**src/rtl/rm_ihpsg13_1p_march_bist_ctrl.sv**
```systemverilog
// rm_ihpsg13_1p_march_bist_ctrl: March C- BIST engine for a 1P SRAM macro BIST port.
// Optional RM_BIST_FAIL_CAPTURE_EN builds first-mismatch address/element/bits capture.
module rm_ihpsg13_1p_march_bist_ctrl #(
   parameter int DATA_W = 64,
   parameter int ADDR_W = 9,
   parameter int DEPTH  = 512,
   parameter int BG_ALT = 0
) (
   input  logic              A_BIST_CLK,
   input  logic              A_BIST_RST_N,
   input  logic              START,
   output logic              A_BIST_EN,
   output logic              A_BIST_MEN,
   output logic              A_BIST_WEN,
   output logic              A_BIST_REN,
   output logic [ADDR_W-1:0] A_BIST_ADDR,
   output logic [DATA_W-1:0] A_BIST_DIN,
   output logic [DATA_W-1:0] A_BIST_BM,
   input  logic [DATA_W-1:0] A_DOUT,
   output logic              BIST_BUSY,
   output logic              BIST_DONE,
   output logic              BIST_FAIL,
   output logic [ADDR_W-1:0] BIST_FAIL_ADDR,
   output logic [2:0]        BIST_FAIL_ELEM,
   output logic [DATA_W-1:0] BIST_FAIL_BITS
);
   localparam logic [1:0] S_IDLE = 2'd0, S_RUN = 2'd1, S_DRAIN = 2'd2, S_DONE = 2'd3;
   localparam logic [ADDR_W-1:0] LAST = ADDR_W'(DEPTH - 1);
   localparam logic [DATA_W-1:0] D0 = (BG_ALT != 0) ? {(DATA_W/2){2'b01}} : '0;
   localparam logic [DATA_W-1:0] D1 = ~D0;

   logic [1:0]        r_state, w_state;
   logic [2:0]        r_elem, w_elem;
   logic              r_ph, w_ph;
   logic [ADDR_W-1:0] r_addr, w_addr;
   logic              r_men, r_wen, r_ren, r_busy, r_done, r_fail, r_cmp_vld;
   logic [DATA_W-1:0] r_din, r_exp;
   logic              w_two, w_down, w_term, w_step, w_start, w_mis;
   logic              w_run, w_wr, w_busy;
   logic [DATA_W-1:0] w_din, w_exp;

   // ph selects the read (0) or write (1) half of a two-op element
   assign w_two   = (r_elem != 3'd0) && (r_elem != 3'd5);
   assign w_down  = r_elem >= 3'd3;
   assign w_term  = w_down ? (r_addr == '0) : (r_addr == LAST);
   assign w_step  = !w_two || r_ph;
   assign w_start = START && (r_state == S_IDLE || r_state == S_DONE);
   assign w_mis   = r_cmp_vld && (A_DOUT != r_exp);

   always_ff @(posedge A_BIST_CLK or negedge A_BIST_RST_N) begin
      if (!A_BIST_RST_N) begin
         r_state   <= S_IDLE;
         r_elem    <= '0;
         r_ph      <= 1'b0;
         r_addr    <= '0;
         r_men     <= 1'b0;
         r_wen     <= 1'b0;
         r_ren     <= 1'b0;
         r_din     <= '0;
         r_busy    <= 1'b0;
         r_done    <= 1'b0;
         r_fail    <= 1'b0;
         r_cmp_vld <= 1'b0;
         r_exp     <= '0;
      end else begin
         r_state   <= w_state;
         r_elem    <= w_elem;
         r_ph      <= w_ph;
         r_addr    <= w_addr;
         r_men     <= w_run;
         r_wen     <= w_run && w_wr;
         r_ren     <= w_run && !w_wr;
         r_din     <= w_din;
         r_busy    <= w_busy;
         r_done    <= w_state == S_DONE;
         r_fail    <= w_start ? 1'b0 : (r_fail || w_mis);
         r_cmp_vld <= r_ren;
         r_exp     <= w_exp;
      end
   end

   always_comb begin
      w_state = r_state;
      w_elem  = r_elem;
      w_ph    = r_ph;
      w_addr  = r_addr;
      case (r_state)
         S_IDLE, S_DONE: if (START) begin
            w_state = S_RUN;
            w_elem  = '0;
            w_ph    = 1'b0;
            w_addr  = '0;
         end
         S_RUN: if (!w_step) begin
            w_ph = 1'b1;
         end else if (!w_term) begin
            w_ph   = 1'b0;
            w_addr = w_down ? r_addr - ADDR_W'(1) : r_addr + ADDR_W'(1);
         end else if (r_elem == 3'd5) begin
            w_state = S_DRAIN;
         end else begin
            w_elem = r_elem + 3'd1;
            w_ph   = 1'b0;
            w_addr = (r_elem >= 3'd2) ? LAST : '0;
         end
         default: w_state = S_DONE;
      endcase
   end

   // next-cycle macro controls, registered above
   always_comb begin
      w_run  = w_state == S_RUN;
      w_busy = w_run || (w_state == S_DRAIN);
      w_wr   = (w_elem == 3'd0) || ((w_elem != 3'd5) && w_ph);
      w_din  = w_run ? (((w_elem == 3'd1) || (w_elem == 3'd3)) ? D1 : D0) : '0;
      w_exp  = ((r_elem == 3'd2) || (r_elem == 3'd4)) ? D1 : D0;
   end

   assign A_BIST_EN   = r_busy;
   assign A_BIST_MEN  = r_men;
   assign A_BIST_WEN  = r_wen;
   assign A_BIST_REN  = r_ren;
   assign A_BIST_ADDR = r_addr;
   assign A_BIST_DIN  = r_din;
   assign A_BIST_BM   = {DATA_W{r_busy}};
   assign BIST_BUSY   = r_busy;
   assign BIST_DONE   = r_done;
   assign BIST_FAIL   = r_fail;

`ifdef RM_BIST_FAIL_CAPTURE_EN
   logic [ADDR_W-1:0] r_cmp_addr, r_fail_addr;
   logic [2:0]        r_cmp_elem, r_fail_elem;
   logic [DATA_W-1:0] r_fail_bits;

   always_ff @(posedge A_BIST_CLK or negedge A_BIST_RST_N) begin
      if (!A_BIST_RST_N) begin
         r_cmp_addr  <= '0;
         r_cmp_elem  <= '0;
         r_fail_addr <= '0;
         r_fail_elem <= '0;
         r_fail_bits <= '0;
      end else begin
         r_cmp_addr <= r_addr;
         r_cmp_elem <= r_elem;
         if (w_start) begin
            r_fail_addr <= '0;
            r_fail_elem <= '0;
            r_fail_bits <= '0;
         end else if (w_mis && !r_fail) begin
            r_fail_addr <= r_cmp_addr;
            r_fail_elem <= r_cmp_elem;
            r_fail_bits <= A_DOUT ^ r_exp;
         end
      end
   end

   assign BIST_FAIL_ADDR = r_fail_addr;
   assign BIST_FAIL_ELEM = r_fail_elem;
   assign BIST_FAIL_BITS = r_fail_bits;
`else
   assign BIST_FAIL_ADDR = '0;
   assign BIST_FAIL_ELEM = '0;
   assign BIST_FAIL_BITS = '0;
`endif
endmodule

```
**config.mk**
```make
export PLATFORM = sky130hd
export DESIGN_NAME = rm_ihpsg13_1p_march_bist_ctrl
export DESIGN_NICKNAME = d
export VERILOG_FILES = /design/src/rtl/rm_ihpsg13_1p_march_bist_ctrl.sv
export SDC_FILE = /design/constraint.sdc
export NUM_CORES = 1
export LEC_CHECK = 0
export ABC_AREA = 1
export BUFFER_PORTS_ARGS = -buffer_cell sky130_fd_sc_hd__buf_4
export CAP_MARGIN = 30
export CORE_AREA = 4 4 110 112
export CTS_BUF_LIST = sky130_fd_sc_hd__clkbuf_2
export DETAILED_ROUTE_END_ITERATION = 12
export DIE_AREA = 0 0 114 116
export GPL_ROUTABILITY_DRIVEN = 0
export HOLD_SLACK_MARGIN = 0.12
export PLACE_DENSITY_LB_ADDON = 0.25
export SLEW_MARGIN = 30
export SYNTH_ARGS = -nofsm -noshare
export SYNTH_HDL_FRONTEND = slang
export SYNTH_SLANG_ARGS = --single-unit
```
**constraint.sdc**
```tcl
create_clock -name A_BIST_CLK -period 6.3 [get_ports A_BIST_CLK]
set_input_delay 1.26 -clock A_BIST_CLK [delete_from_list [all_inputs] [get_ports A_BIST_CLK]]
set_output_delay 1.26 -clock A_BIST_CLK [all_outputs]
set_load 0.05 [all_outputs]
```
# Word level (Yosys, flattened, before mapping)
# Index checks and enable logic that the tools add are counted.
# op_classes
addsub,3
magnitude_cmp,2
n_eq_ne,17
n_mux,27
n_reduce_logical,22
# op_table
cell,count
$mux W64,3
$ne A64 B64 Y1,1
$mux W9,6
$pmux W9 S2,1
$mux W3,4
$add A9 B1 Y9 const B,1
$eq A9 B9 Y1 const B,1
$logic_not A9 Y1,1
$ne A3 B3 Y1 const B,3
$sub A9 B1 Y9 const B,1
$mux W2,4
$logic_or A1 B1 Y1,7
$eq A2 B2 Y1 const B,3
$eq A3 B2 Y1 const B,2
$eq A3 B3 Y1 const B,2
$ge A3 B2 Y1 const B,2
$logic_and A1 B1 Y1,6
$mux W1,6
$pmux W3 S2,1
$eq A2 B1 Y1 const B,2
$ne A2 B2 Y1 const B,2
$pmux W2 S2,1
$reduce_and A4 Y1,1
$add A3 B1 Y3 const B,1
8 further kinds,9
# totals
regBits,150
inputBits,67
elab_cells,84

# Depth between registers and ports, before layout
# Gate-level depths: netlist of run 1.
# depth
ltp_word,11
ltp_mapped,16
mapped_depth_nobuf,16

# Worst setup path after synthesis of run 1
# No wires, ideal clock.
# synth_path
path_type,register to output
startpoint,"register r_busy, in the netlist A_BIST_EN"
endpoint,output port A_BIST_BM[0]
arrival_time_ns,1.964
t_required_ns,5.040
slack_ns,3.076
stages_incl_launch_ff,2
n_path_buf,1
cell_sequence,dfrtp_1 -> buf_4
# synth_lines
element,line_no,source
"start, declared",36,"logic r_men, r_wen, r_ren, r_busy, r_done, r_fail, r_cmp_vld;"
"start signal, assigned",74,r_busy <= w_busy;
"end, declared",18,"output logic [DATA_W-1:0] A_BIST_BM,"
# No word-level cell between the ends.

==> run metrics, run 1 <==
CTS clk-pin slew, worst paths 0.22 ns; largest family of logic cells by synthesized area buffers and inverters; critical path arrival 1.71 ns; met2 Use GR 21.43%; mux contribution to synthesized area 0%; TritonRoute pass-1 iters 4; initial antenna violation count 0; post-route minimum period 2.972 ns; first-pass GRT wire length 13340 um; Avg Cell Area, Syn 7.326 um^2; fillers 1219; Synth Area in Simple Gates 21.50%; Area Overhead vs Synth 15.27%; leading cell type in the layout, fill and taps excluded buf_4; startpoint types flop; CORE AREA 11220 um^2; Final TNS setup 0 ns; Mapped Area 3597 um^2; Die H 116 um; CP Capture Type output port; number of global-route vias before repair 2531; ANT nets after route 0; worst clock skew 0.006581 ns; DRC 0; ys async rst share 100.0%; fraction of layout cells with a size suffix above 1 42.86%; CTS tree yes; largest net degree at the start of global routing 67; Vias 2890; CTS Root Cell clkbuf_2; max_slew headroom 39.24%; Worst Tran Pin Value 0.9115 ns; critical path, cell by cell buf_4; Slew Limit Fails 0; #FFs+latches synth 24; DR iter-0 viols 156; Die Area 13220 um^2; number of flops mapped to enable cells by yosys 0; Cell variety after synth 34; via-per-instance ratio 4.025; total congestion overflow 0; Hold Path Class flop to flop; Max-cap violations 0; Crit Path Max Fanout 64; RSZ-0062 raised after global routing false; total setup buffers inserted after CTS 0; max FFs per register 9; Req. time, crit path 5.04 ns; Chip Width 114 um; fin crit share 47.17%; register area share after synthesis 16.70%; GR Util met3 2.193%; Initial Util 32.05%; Yosys warnings 0; HP Start A_BIST_REN$_DFF_PN0_; slowest cell delay on critical path 1.01 ns; most frequent cells in the layout buf_4 (210), conb_1 (76), nand2_1 (58); WS Path Type flop to output port; post-DP HPWL 8010 um; status finished clean; fmax 336.5 MHz; Slowest cell on crit path dfrtp_2; wire per inst 13.02 um; GRT busiest layer met2; Setup-failing EPs final 0; Primary FF master, synth dfrtp_1; Final nets 659; worst flop-to-flop path startpoint r_elem[0]$_DFF_PN0_; Cells after Synth 491; Adder-Cell Fraction of Synth Area 6.122%; Worst setup startpoint A_BIST_DIN[62]$_DFF_PN0_; io pins 287; CP Buf/Inv Count 1; Final Hold Viols 0; CTS sink count 24; post-CTS sizing 0; post-synthesis xor/xnor area fraction 1.217%; cts hold-fix bufs 0; Top delay family on crit path flip-flops; Clock Tree Buf Depth 2; Num CTS Buffers 3; row cnt 39; GR Util met1 16.64%; Worst-Skew Late Latency 0.34 ns; input/output buffers 210; Routed WL 9345 um; post-synthesis compound-gate area fraction 7.687%; H-tree Lvls 1; GRT Total Usage 12.35%
[worst reg2reg max path, cell delays in order, from the launching register on]
cell and delay [ns]:
dfrtp_1 0.49, ha_1 0.22, ha_1 0.19, nor2_2 0.12, nand2_2 0.18, ha_1 0.39, a21oi_1 0.22, o21ai_0 0.19
nand4_1 0.11, nand3_1 0.10, a21oi_1 0.15, o21ai_0 0.12, nand2_1 0.07, o21ai_0 0.08
[layout make-up]
class                           instances  area [um^2]  area share (%)
Clock buffer                            3        15.01          0.3621
Multi-Input combinational cell        299         1599           38.56
Inverter                               37        138.9           3.349
Timing Repair Buffer                  210         1577           38.02
Antenna cell                            1        2.502         0.06035
Clock inverter                          1        30.03          0.7242
Sequential cell                        24        605.6           14.60
Tap cell                              143        178.9           4.315
[path summary, 6_finish.rpt]
kind,cells past startpoint,slack (ns),to
setup / recovery,1,3.33,A_BIST_DIN[44]
hold / removal,0,0.43,r_cmp_vld$_DFF_PN0_
setup reg to reg,13,3.60,A_BIST_ADDR[8]$_DFFE_PN0P_
hold reg to reg,0,0.43,r_cmp_vld$_DFF_PN0_
max in group asynchronous,1,5.27,A_BIST_EN$_DFF_PN0_
min in group asynchronous,1,0.75,A_BIST_ADDR[5]$_DFFE_PN0P_
[Yosys cell counts (3+ instances only)]
master | number | area share, %
o31ai_1 | 7 | 1.5
dfrtp_1 | 24 | 17
nand2_2 | 8 | 1.4
nand3_1 | 20 | 2.8
nand3_2 | 3 | 0.83
nor3_1 | 14 | 1.9
o21ai_0 | 10 | 1.4
inv_1 | 33 | 3.4
nand4_1 | 11 | 1.9
xor2_1 | 3 | 0.73
nand2_4 | 3 | 0.94
buf_4 | 204 | 43
inv_2 | 4 | 0.42
nor2_2 | 4 | 0.70
ha_1 | 16 | 5.6
a21o_1 | 4 | 0.83
nor4_1 | 8 | 1.4
nand2_1 | 58 | 6.1
nor2_1 | 26 | 2.7
a21oi_1 | 14 | 1.9
[per-stage QoR]
step / instances / hold WS (ns) / util, % / setup slack [ns] / cell area, um^2
global placement: 713 / 0.3711 / 36.50 / 3.750 / 4096
floorplan: 566 / 0.4938 / - / 3.076 / 3879
detailed placement: 713 / 0.3889 / 36.50 / 3.696 / 4096
global route: 717 / 0.4468 / 36.92 / 3.155 / 4144
finish: 718 / 0.4268 / 36.95 / 3.328 / 4146
CTS: 717 / 0.4417 / 36.90 / 3.250 / 4141
[cells by family (layout without fill, tap and decap cells)]
group                      count (synthesis)  after routing
and+or+nand+nor                          158            158
xor gates and xnor gates                   5              5
AOI/OAI and AO/OA                         43             43
DFF                                       24             24
other                                      1             77
adders and majority gates                 17             17
buffers and inverters                    243            251
[layer usage]
layer	part of all wire, %	vias to the layer above	wire, um
met5	0	-	0
met4	0.59	0	55
met3	7.9	6	738
met2	49	120	4601
met1	42	1294	3950
li1	-	1470	-
Power of run 1 is not shown: default switching activity piles up to over one toggle a cycle in this logic, so the estimate is an artifact.
==> inputs of run 2 (changes only) <==
==> constraint.sdc (replaced) <==
create_clock -name A_BIST_CLK -period 2.62 [get_ports A_BIST_CLK]
set_input_delay 0.524 -clock A_BIST_CLK [delete_from_list [all_inputs] [get_ports A_BIST_CLK]]
set_output_delay 0.524 -clock A_BIST_CLK [all_outputs]
set_load 0.05 [all_outputs]
==> run 2 against run 1 <==
Routed wire length rose by 1.7%. Global-route usage fell by 0.072 points. Flip-flop and latch count unchanged. Worst setup slack lost 3.2 ns. Register-to-register slack worse by 3.4 ns. Critical path type is now flop to flop. Largest cell class unchanged.
==> run metrics, run 2 (synthesis results as in run 1) <==
status finished clean (unchanged); CTS Root Cell clkbuf_2 (unchanged); CTS sink count 24 (unchanged); Multi-input gate area 1629 um^2 (was 1599 um^2); Max-cap violations 0 (unchanged); critical path arrival 2.75 ns (was 1.71 ns); DRC 0 (unchanged); Req. time, crit path 2.92 ns (was 5.04 ns); slowest cell delay on critical path 0.47 ns (was 1.01 ns); Die Area 13220 um^2 (unchanged); max FFs per register 9 (unchanged); placed insts 715 (was 713); Worst Tran Pin Value 0.9026 ns (was 0.9115 ns); Vias 2950 (was 2890); Hold Path Class input pin to flop (was flop to flop); FF-to-FF path depth 11 (was 13); initial antenna violation count 0 (unchanged); Final Hold Viols 0 (unchanged); Register Area 605.6 um^2 (unchanged); fraction of layout cells with a size suffix above 1 44.04% (was 42.86%); worst flop-to-flop path startpoint r_elem[0]$_DFF_PN0_ (unchanged); Critical Path Most Common Cell ha_1; largest net degree at the start of global routing 67 (unchanged); Reg2Reg Setup Slack 0.17 ns (was 3.60 ns); Setup-failing EPs final 0 (unchanged); Worst-Skew Late Latency 0.37 ns (was 0.34 ns); CP Capture Point A_BIST_ADDR[6]$_DFFE_PN0P_ (was A_BIST_DIN[44]); TritonRoute pass-1 iters 4 (unchanged); critical path, cell by cell ha_1, ha_1, nor2_2, nand2_4, ha_1, nand2_1, nor2_1, nor3_1, xor2_1, a21oi_1, a21o_1 (was buf_4); CP Buf/Inv Count 0 (was 1); fin crit share 93.62%; final cell count without fillers 722 (was 718); CORE AREA 11220 um^2 (unchanged); Initial Util 32.05% (unchanged); most frequent cells in the layout buf_4 (213), conb_1 (76), nand2_1 (58) (was buf_4 (210), conb_1 (76), nand2_1 (58)); Crit Path Max Fanout 10 (was 64); Crit path depth 11 (was 1); wire per inst 13.17 um (was 13.02 um); total congestion overflow 0 (unchanged); Worst setup startpoint r_elem[0]$_DFF_PN0_ (was A_BIST_DIN[62]$_DFF_PN0_); post-DP HPWL 8080 um (was 8010 um); leading cell type in the layout, fill and taps excluded buf_4 (unchanged); startpoint types flop (unchanged); CTS tree yes (unchanged); first-pass GRT wire length 13390 um (was 13340 um); post-route minimum period 2.453 ns; metal3 WL 814 um (was 738 um); worst clock skew 0.006088 ns (was 0.006581 ns); Top Metal Used met4 (unchanged); Die H 116 um (unchanged); Diodes inserted 0 (was 1); ANT nets after route 0 (unchanged); CP Capture Type flop (was output port); wire length on met2 4821 um (was 4601 um); WS Path Type flop to flop (was flop to output port); Routed WL 9508 um (was 9345 um); Area Overhead vs Synth 17.50% (was 15.27%); Slowest cell on crit path dfrtp_1 (was dfrtp_2); number of global-route vias before repair 2595 (was 2531); CTS clk-pin slew, worst paths 0.27 ns (was 0.22 ns); DR iter-0 viols 102 (was 156); Clock Tree Buf Depth 2 (unchanged); fmax 407.7 MHz; r2r endpoint A_BIST_ADDR[6]$_DFFE_PN0P_ (was A_BIST_ADDR[8]$_DFFE_PN0P_); Hold Path Depth 3 (was 0); final worst slack 0.1672 ns (was 3.328 ns); fillers 1170 (was 1219); GRT Total Usage 12.28% (was 12.35%); Final TNS setup 0 ns (unchanged); via-per-instance ratio 4.086 (was 4.025); WHS 0.4114 ns (was 0.4268 ns); Slew Limit Fails 0 (unchanged); H-tree Lvls 1 (unchanged); io pins 287 (unchanged); Num CTS Buffers 3 (unchanged); max_slew headroom 39.83% (was 39.24%); Chip Width 114 um (unchanged); Final nets 664 (was 659); Placement Setup Slack 0.09970 ns (was 3.696 ns); M1 WL 3869 um (was 3950 um); Top delay family on crit path adder cells (was flip-flops); input/output buffers 210 (unchanged); row cnt 39 (unchanged)
run 2: through the flow:
step	area (um^2)	util (%)
2_1_floorplan	3879	-
3_3_place_gp	4124	36.74
3_5_place_dp	4124	36.74
4_1_cts	4179	37.24
5_1_grt	4227	37.66
6_report	4227	37.66
run 2: per-layer routing:
metal | global-route usage [%] | up-vias
li1 | - | 1478
met1 | 15.80 | 1347
met2 | 22.37 | 123
met3 | 2.193 | 2
met4 | 0.9501 | 0
met5 | 0 | -
run 2: final cells by class:
type / count / share of cell area (%)
Clock buffer: 3 / 0.3552
Clock inverter: 1 / 0.7105
Inverter: 37 / 3.286
Multi-Input combinational cell: 299 / 38.54
Sequential cell: 24 / 14.33
Tap cell: 143 / 4.233
Timing Repair Buffer: 215 / 38.54
run 2: worst min path at each step:
stage	startpoint	end	slack (ns)
CTS	START	BIST_FAIL$_DFF_PN0_	0.40
detailed placement	A_BIST_REN$_DFF_PN0_	r_cmp_vld$_DFF_PN0_	0.39
global route	START	BIST_FAIL$_DFF_PN0_	0.38
finish	START	BIST_FAIL$_DFF_PN0_	0.41
floorplan	A_BIST_RST_N	A_BIST_ADDR[0]$_DFFE_PN0P_	0.23
global placement	A_BIST_REN$_DFF_PN0_	r_cmp_vld$_DFF_PN0_	0.38
run 2: what timing repair did:
item	CTS	global route
setup endpoints to repair	0	8
hold buffers	1	0
endpoints found under the hold margin	24	0
resized for setup	0	6
setup buffers	0	2
run 2: worst register-to-register path: stages (launching register included):
cell and delay, ns:
dfrtp_1 0.47, ha_1 0.21, ha_1 0.18, nor2_2 0.16, nand2_4 0.15, ha_1 0.39, nand2_1 0.15, nor2_1 0.06
nor3_1 0.22, xor2_1 0.18, a21oi_1 0.08, a21o_1 0.15
Power of run 2 is left out for the same reason.
==> inputs of run 3 (changes only) <==
--- a/config.mk
+++ b/config.mk
@@ -8,11 +8,10 @@
 export ABC_AREA = 1
 export BUFFER_PORTS_ARGS = -buffer_cell sky130_fd_sc_hd__buf_4
 export CAP_MARGIN = 30
-export CORE_AREA = 4 4 110 112
+export CORE_AREA = 4 4 123 90
 export CTS_BUF_LIST = sky130_fd_sc_hd__clkbuf_2
 export DETAILED_ROUTE_END_ITERATION = 12
-export DIE_AREA = 0 0 114 116
-export GPL_ROUTABILITY_DRIVEN = 0
+export DIE_AREA = 0 0 127 94
 export HOLD_SLACK_MARGIN = 0.12
 export PLACE_DENSITY_LB_ADDON = 0.25
 export SLEW_MARGIN = 30
==> run 3 against run 2 <==
Via count shrank 0.14%. Non-clock buffer count is the same. Die area down 9.7%. Design area is 0.74% lower. Global-route usage up 0.29 points. Critical path type unchanged.
==> run metrics, run 3 (synthesis results as in run 1) <==
status finished clean (unchanged); WS Path Type flop to flop (unchanged); worst flop-to-flop path startpoint r_elem[1]$_DFF_PN0_ (was r_elem[0]$_DFF_PN0_); Vias 2946 (was 2950); wire per inst 12.67 um (was 13.17 um); Slew Limit Fails 0 (unchanged); fin crit share 91.98% (was 93.62%); CORE AREA 10010 um^2 (was 11220 um^2); Register Area 604.3 um^2 (was 605.6 um^2); fraction of layout cells with a size suffix above 1 43.70% (was 44.04%); Worst-Skew Late Latency 0.37 ns (about the same); Placer Congestion 0.8480; Initial Util 35.95% (was 32.05%); GRT Total Usage 12.57% (was 12.28%); leading cell type in the layout, fill and taps excluded buf_4 (unchanged); CTS clk-pin slew, worst paths 0.24 ns (was 0.27 ns); fmax 415.0 MHz (was 407.7 MHz); largest net degree at the start of global routing 67 (unchanged); Multi-input gate area 1625 um^2 (was 1629 um^2); critical path arrival 2.69 ns (was 2.75 ns); slowest cell delay on critical path 0.49 ns (was 0.47 ns); TritonRoute pass-1 iters 4 (unchanged); Worst setup startpoint r_elem[1]$_DFF_PN0_ (was r_elem[0]$_DFF_PN0_); post-route minimum period 2.410 ns (was 2.453 ns); HP Start START (unchanged); Critical Path Most Common Cell ha_1 (unchanged); io pins 287 (unchanged); Chip Width 127 um (was 114 um); post-DP HPWL 7640 um (was 8080 um); RSZ-0062 raised after global routing false; Slowest cell on crit path dfrtp_1 (unchanged); first-pass GRT wire length 12540 um (was 13390 um); max FFs per register 9 (unchanged); Req. time, crit path 2.90 ns (was 2.92 ns); WHS 0.4341 ns (was 0.4114 ns); startpoint types flop (unchanged); row cnt 31 (was 39); CP Capture Type flop (unchanged); Die H 94 um (was 116 um); Final Hold Viols 0 (unchanged); Setup-failing EPs final 0 (unchanged); via-per-instance ratio 4.143 (was 4.086); critical path, cell by cell ha_1, ha_1, nor2_4, nand2_4, nor2_2, nand2_2, nand2_4, nand3_2, nand3_1, o21a_1, inv_1, ha_1, inv_1, nor3_1 (was ha_1, ha_1, nor2_2, nand2_4, ha_1, nand2_1, nor2_1, nor3_1, xor2_1, a21oi_1, a21o_1); input/output buffers 210 (unchanged); Max-cap violations 0 (unchanged); worst clock skew 0.01634 ns (was 0.006088 ns); DR iter-0 viols 103 (was 102); initial antenna violation count 0 (unchanged); Hold Path Class input pin to flop (unchanged); Diodes inserted 0 (unchanged); CTS sink count 24 (unchanged); Routed WL 9009 um (was 9508 um); Final nets 664 (unchanged); Die Area 11940 um^2 (was 13220 um^2); total congestion overflow 0 (unchanged); most frequent cells in the layout buf_4 (214), conb_1 (76), nand2_1 (58) (was buf_4 (213), conb_1 (76), nand2_1 (58)); Num CTS Buffers 3 (unchanged); Final TNS setup 0 ns (unchanged); Area Overhead vs Synth 16.63% (was 17.50%); CTS tree yes (unchanged); H-tree Lvls 1 (unchanged); number of global-route vias before repair 2472 (was 2595); ANT nets after route 0 (unchanged); Crit Path Max Fanout 10 (unchanged); Clock Tree Buf Depth 2 (unchanged); fillers 1019 (was 1170); max_slew headroom 61.56% (was 39.83%); DRC 0 (unchanged); CTS Root Cell clkbuf_2 (unchanged); Worst Tran Pin Value 0.5766 ns (was 0.9026 ns)
run 3: final timing paths:
| check | endpoint | slack, ns | cells after the start |
|---|---|---|---|
| setup / recovery | A_BIST_DIN[62]$_DFF_PN0_ | 0.21 | 14 |
| hold / removal | BIST_FAIL$_DFF_PN0_ | 0.43 | 3 |
| setup reg to reg | A_BIST_DIN[62]$_DFF_PN0_ | 0.21 | 14 |
| hold reg to reg | r_cmp_vld$_DFF_PN0_ | 0.46 | 0 |
| max in group asynchronous | A_BIST_DIN[62]$_DFF_PN0_ | 1.81 | 2 |
| min in group asynchronous | A_BIST_ADDR[7]$_DFFE_PN0P_ | 0.53 | 2 |
run 3: area by class of cell:
| class | instances | share of cell area, % |
|---|---|---|
| flip-flops and latches | 24 | 14.41 |
| inverters | 37 | 3.310 |
| clock inverters | 1 | 0.7158 |
| well taps | 132 | 3.937 |
| repair buffers | 215 | 38.53 |
| multi-input cells | 299 | 38.74 |
| clock buffers | 3 | 0.3579 |
run 3: critical path, delay by kind of cell (launching register included):
kind | cells | cell delay (ns)
AND/OR/NAND/NOR | 8 | 0.91
adder cells (fa/ha/maj) | 3 | 0.61
flip-flops | 1 | 0.49
buffers and inverters | 2 | 0.18
AO/OA/AOI/OAI | 1 | 0.16
run 3: repair_timing:
| item | CTS | global route |
|---|---|---|
| resized for setup | 0 | 6 |
| hold endpoints to repair | 24 | 0 |
| hold buffers | 1 | 0 |
| buffers inserted | 0 | 2 |
| setup endpoints to repair | 0 | 6 |
run 3: metrics by stage:
stage                     instances  util [%]  instance area, um^2  setup WS [ns]
final                           711     41.92                 4195         0.2101
after global routing            711     41.92                 4195        0.02841
after CTS                       709     41.50                 4153        0.02123
after detailed placement        704     40.95                 4098        0.07079
after global placement          704     40.95                 4098         0.1755
after floorplan                 566         -                 3879         0.1320
run 3: per-layer routing:
metal	GRT usage, %	wire length, um
met5	0	0
met3	1.250	629
met4	2.946	103
met1	16.20	3662
met2	22.67	4613
Power of run 3 is left out for the same reason.
